File: src/rtl/axis_packet_summer.sv
// Per-packet byte-masked modulo sum and beat counter on an AXI-Stream input.
// Each packet produces a two-beat result packet: the sum, then the beat count.
module axis_packet_summer #(
  parameter int DATA_WIDTH  = 32,
  parameter int COUNT_WIDTH = 16
) (
  input  logic                    axis_aclk,
  input  logic                    axis_areset,
  input  logic [DATA_WIDTH-1:0]   s03_axis_rd_tdata,
  input  logic [DATA_WIDTH/8-1:0] s03_axis_tstrb,
  input  logic                    s03_axis_tvalid,
  input  logic                    s03_axis_tlast,
  output logic                    s03_axis_tready,
  output logic [DATA_WIDTH-1:0]   m03_axis_tdata,
  output logic [DATA_WIDTH/8-1:0] m03_axis_tstrb,
  output logic                    m03_axis_tvalid,
  output logic                    m03_axis_tlast,
  input  logic                    m03_axis_tready,
  output logic                    busy,
  output logic                    count_overflow
);

  localparam int STRB_WIDTH = DATA_WIDTH / 8;

  typedef enum logic [1:0] {
    ACCUM    = 2'd0,
    SEND_SUM = 2'd1,
    SEND_CNT = 2'd2
  } state_t;

  state_t                  state, state_next;
  logic [DATA_WIDTH-1:0]   sum, sum_next, masked_data, tdata_next;
  logic [STRB_WIDTH-1:0]   tstrb_next;
  logic [COUNT_WIDTH-1:0]  count, count_next;
  logic                    overflow_next, tvalid_next, tlast_next, busy_next;
  logic                    accept;

  assign s03_axis_tready = !axis_areset && (state == ACCUM);
  assign accept          = s03_axis_tvalid && s03_axis_tready;

  always_comb begin
    masked_data = '0;
    for (int i = 0; i < STRB_WIDTH; i++) begin
      masked_data[i*8 +: 8] = s03_axis_tstrb[i] ? s03_axis_rd_tdata[i*8 +: 8] : 8'h00;
    end
  end

  always_comb begin
    state_next    = state;
    sum_next      = sum;
    count_next    = count;
    overflow_next = count_overflow;
    tdata_next    = m03_axis_tdata;
    tstrb_next    = m03_axis_tstrb;
    tvalid_next   = m03_axis_tvalid;
    tlast_next    = m03_axis_tlast;
    case (state)
      ACCUM: begin
        if (accept) begin
          sum_next = sum + masked_data;
          // counter saturates at all-ones rather than wrapping
          if (&count) overflow_next = 1'b1;
          else        count_next    = count + COUNT_WIDTH'(1);
          if (s03_axis_tlast) begin
            state_next  = SEND_SUM;
            tdata_next  = sum + masked_data;
            tstrb_next  = '1;
            tvalid_next = 1'b1;
            tlast_next  = 1'b0;
          end
        end
      end
      SEND_SUM: begin
        if (m03_axis_tready) begin
          state_next = SEND_CNT;
          tdata_next = DATA_WIDTH'(count);
          tlast_next = 1'b1;
        end
      end
      SEND_CNT: begin
        if (m03_axis_tready) begin
          state_next  = ACCUM;
          tvalid_next = 1'b0;
          tlast_next  = 1'b0;
          tstrb_next  = '0;
          tdata_next  = '0;
          sum_next    = '0;
          count_next  = '0;
        end
      end
      default: state_next = ACCUM;
    endcase
    busy_next = (state_next != ACCUM) || (count_next != '0);
  end

  always_ff @(posedge axis_aclk) begin
    if (axis_areset) begin
      state           <= ACCUM;
      sum             <= '0;
      count           <= '0;
      count_overflow  <= 1'b0;
      m03_axis_tdata  <= '0;
      m03_axis_tstrb  <= '0;
      m03_axis_tvalid <= 1'b0;
      m03_axis_tlast  <= 1'b0;
      busy            <= 1'b0;
    end else begin
      state           <= state_next;
      sum             <= sum_next;
      count           <= count_next;
      count_overflow  <= overflow_next;
      m03_axis_tdata  <= tdata_next;
      m03_axis_tstrb  <= tstrb_next;
      m03_axis_tvalid <= tvalid_next;
      m03_axis_tlast  <= tlast_next;
      busy            <= busy_next;
    end
  end

endmodule

File: config.mk
export PLATFORM = sky130hd
export DESIGN_NAME = axis_packet_summer
export DESIGN_NICKNAME = d
export VERILOG_FILES = /design/src/rtl/axis_packet_summer.sv
export SDC_FILE = /design/constraint.sdc
export NUM_CORES = 1
export LEC_CHECK = 0
export CAP_MARGIN = 5
export CELL_PAD_IN_SITES_DETAIL_PLACEMENT = 2
export CELL_PAD_IN_SITES_GLOBAL_PLACEMENT = 2
export CORE_AREA = 8 8 140 142
export CTS_CLUSTER_DIAMETER = 100
export DETAILED_ROUTE_END_ITERATION = 10
export DIE_AREA = 0 0 148 150
export GPL_TIMING_DRIVEN = 0
export PLACE_DENSITY_LB_ADDON = 0.1
export SLEW_MARGIN = 20
export SYNTH_ARGS = -nofsm -noshare
export SYNTH_HDL_FRONTEND = slang
export SYNTH_SLANG_ARGS = --single-unit
File: constraint.sdc
create_clock -name axis_aclk -period 4.16 [get_ports axis_aclk]
set_input_delay 1.04 -clock axis_aclk [delete_from_list [all_inputs] [get_ports axis_aclk]]
set_output_delay 1.04 -clock axis_aclk [all_outputs]
set_load 0.03 [all_outputs]
==> results.sh <==
export IMPL_clock_fmax_mhz=254
export IMPL_tightest_slew_ps=800
export IMPL_use_met1_pct=23.4
export IMPL_cts_buffers=9
export IMPL_final_cell_mix="nor2_1 (87), dfxtp_1 (86), clkdlybuf4s50_1 (79), a21oi_1 (54), nand2_1 (49)"
export IMPL_n_antenna_cell=0
export IMPL_synth_edf_count=0
export IMPL_slew_viol_final=0
export IMPL_ir_drop_mv=0.204
export IMPL_io_buffer_count=80
export IMPL_hold_viol=0
export IMPL_ant_nets=0
export IMPL_path_clk_slew_ps=70
export IMPL_syn_cell_area_um2=5420
export IMPL_cts_buffer_depth=2
export IMPL_cts_root_buf="clkbuf_16"
export IMPL_worstPathCellList="clkdlybuf4s50_1 -> and2_1 -> ha_1 -> nand2_1 -> o21bai_1 -> a21oi_1 -> o31ai_2 -> a2bb2oi_1 -> a211oi_1 -> xnor2_1 -> a22oi_1 -> nor2_1"
export IMPL_fill_cells=2064
export IMPL_required_ps=4380
export IMPL_grt_pass1_vias=5976
export IMPL_met3_usage_pct=3.08
export IMPL_fin_worst_skew_ps=9.06
export IMPL_ioPinCount=82
export IMPL_synth_async_reset_ratio_pct=0
export IMPL_p_per_area_nw_per_um2=358
export IMPL_holdWs_ps=477
export IMPL_antenna_found_initial=0
export IMPL_syn_area_per_cell_um2=7.97
export IMPL_synthFlopType="dfxtp_1"
export IMPL_design_die_area_um2=22200
export IMPL_gp_congestion=0.844
export IMPL_drive_gt1_share_pct=3.99
export IMPL_ys_warn_count=0
export IMPL_firstDrtPassIters=4
export IMPL_cpPeakStageDelay_ps=550
export IMPL_die_x_um=148
export IMPL_critPathTopFamily="compound AO/OA/AOI/OAI gates"
export IMPL_dp_slack_ps=-623
export IMPL_cts_max_level=3
export IMPL_ctsHoldBuffers=0
export IMPL_core_rowCount=49
export IMPL_detail_route_iter0_violations=140
export IMPL_top_usage_layer="met2"
export IMPL_maxCapViolations=0
export IMPL_vias_per_cell=5.40
export IMPL_path_max_fanout=8
export IMPL_core_um2=17500
export IMPL_layout_min_cycle_time_ps=3940
export IMPL_outcome="completed"
export IMPL_cts_tree="built"
export IMPL_clock_sinks=86
export IMPL_rsz0062_at_grt="true"
export IMPL_hold_path_class="flip-flop to flip-flop"
export IMPL_final_nets=850
export IMPL_fin_crit_sh_pct=94.7
export IMPL_dp_hpwl_mm=16.3
export IMPL_postSynthCellCount=680
export IMPL_vias=5432
export IMPL_start_util_pct=30.9
export IMPL_cp_end_kind="flip-flop"
export IMPL_setup_viol=0
export IMPL_start_kind="primary input"
export IMPL_synthesis_nets=759
export IMPL_drc=0
export IMPL_drt_total_wl_mm=20.5
export IMPL_leakage_nw=2.74
export IMPL_synth_cell_type_count=54
export IMPL_gr_usage_met2_pct=32.4
export IMPL_die_y_um=150
export IMPL_crit_slowest_cell="o31ai_2"
export IMPL_fin_ws_ps=221
export IMPL_clk_latency_ps=350
export IMPL_tns_ps=0
export IMPL_grt_max_degree=16
export IMPL_grt_pass1_wl_mm=32.7
export IMPL_slew_limit_headroom_pct=45.1
export IMPL_synth_seq_area_share_pct=31.8
export IMPL_ys_ff_latch=86
export IMPL_wl_per_cell_um=20.4
export IMPL_area_growth_pct=26.4
export IMPL_grtUsageTotal_pct=18.7
export IMPL_arrival_ps=4160
export IMPL_grt_ovfl_total=0
export IMPL_final_common_cell="nor2_1"
export IMPL_cp_num_buf_inv=1
export IMPL_worstSetupPathType="primary input to flip-flop"
==> cells by family (layout without fill, tap and decap cells) <==
family	Yosys count	in the layout	share of synthesized area (%)
AND/OR/NAND/NOR	261	261	23.7
AO/OA/AOI/OAI	196	196	24.2
buffers and inverters	54	150	4.18
XOR/XNOR	44	44	7.11
multiplexers	1	1	0.185
adder cells (fa/ha/maj)	38	38	8.91
flip-flops	86	86	31.8
==> worst min-delay path: stages, from the launching register on <==
cell and delay [ps]:
dfxtp_1 330, nor2_1 50, nor2_1 70
==> final timing paths <==
path | cells after the start | slack (ps) | startpoint | end
setup / recovery | 12 | 220 | s03_axis_tstrb[1] | m03_axis_tdata[31]
hold / removal | 2 | 480 | count_overflow | count_overflow
setup reg to reg | 8 | 910 | state[0] | sum[29]
hold reg to reg | 2 | 480 | count_overflow | count_overflow
==> flip-flops by register name, summed over array words and instances, names as in the netlist <==
signal,cells
busy,1
m03_axis_tlast,1
state,2
sum,32
m03_axis_tstrb,1
count,16
m03_axis_tdata,32
count_overflow,1
==> power breakdown <==
group / switching (mW) / internal [mW] / total, mW
combinational: 0.433 / 0.264 / 0.697
sequential: 0.0456 / 0.886 / 0.932
clock: 0.378 / 0.443 / 0.820
==> per-stage QoR <==
step	instance area [µm²]	cells	total power [mW]	util, %
after detailed placement	6510	989	1.65	37.1
after global placement	6510	989	1.63	37.1
after CTS	6830	1005	2.47	38.9
final	6850	1005	2.45	39.1
after global routing	6850	1005	2.58	39.1
after floorplan	5420	680	1.37	-
==> Yosys cell counts, types with 3 or more instances <==
cell type	n	area [µm²]
a31oi_1	5	31.3
and2_1	40	250
a311oi_1	5	43.8
or3_1	7	43.8
o21ai_0	24	120
nand4_1	13	81.3
a41oi_1	3	26.3
a211oi_1	5	37.5
and3_1	8	50.1
and4_1	5	43.8
inv_1	10	37.5
a32o_1	4	40.0
o211ai_1	6	45.0
nor3_1	17	85.1
nand3_1	18	90.1
buf_4	4	30.0
o21bai_1	7	52.6
nor2_1	87	327
dfxtp_1	86	1720
ha_1	37	463
a221oi_1	8	70.1
xnor2_1	23	201
a22oi_1	38	285
nand2b_1	4	25.0
nand2_1	49	184
a21oi_1	55	275
nor2b_1	6	37.5
xor2_1	21	184
clkbuf_1	36	135
a21o_1	20	150
==> metal layers <==
metal	vias up	wire, µm	part of all wire (%)
met5	-	0	0
met4	0	386	1.9
met3	27	585	2.9
met2	94	9900	48
met1	2671	9630	47
li1	2640	-	-
==> timing repair <==
item,CTS,global route
setup buffers,0,0
gates resized for setup,5,4
setup endpoints to repair,7,15
==> cell type report <==
cell class | instances | area (µm²) | area share (%)
buffer | 43 | 185 | 2.70
tap | 229 | 287 | 4.18
clock inverter | 5 | 41.3 | 0.603
inverter | 11 | 41.3 | 0.603
timing repair buffer | 80 | 803 | 11.7
multi-input combinational | 540 | 3520 | 51.4
sequential | 86 | 1720 | 25.1
clock buffer | 11 | 253 | 3.69
Power figures use the tool's default switching activity.
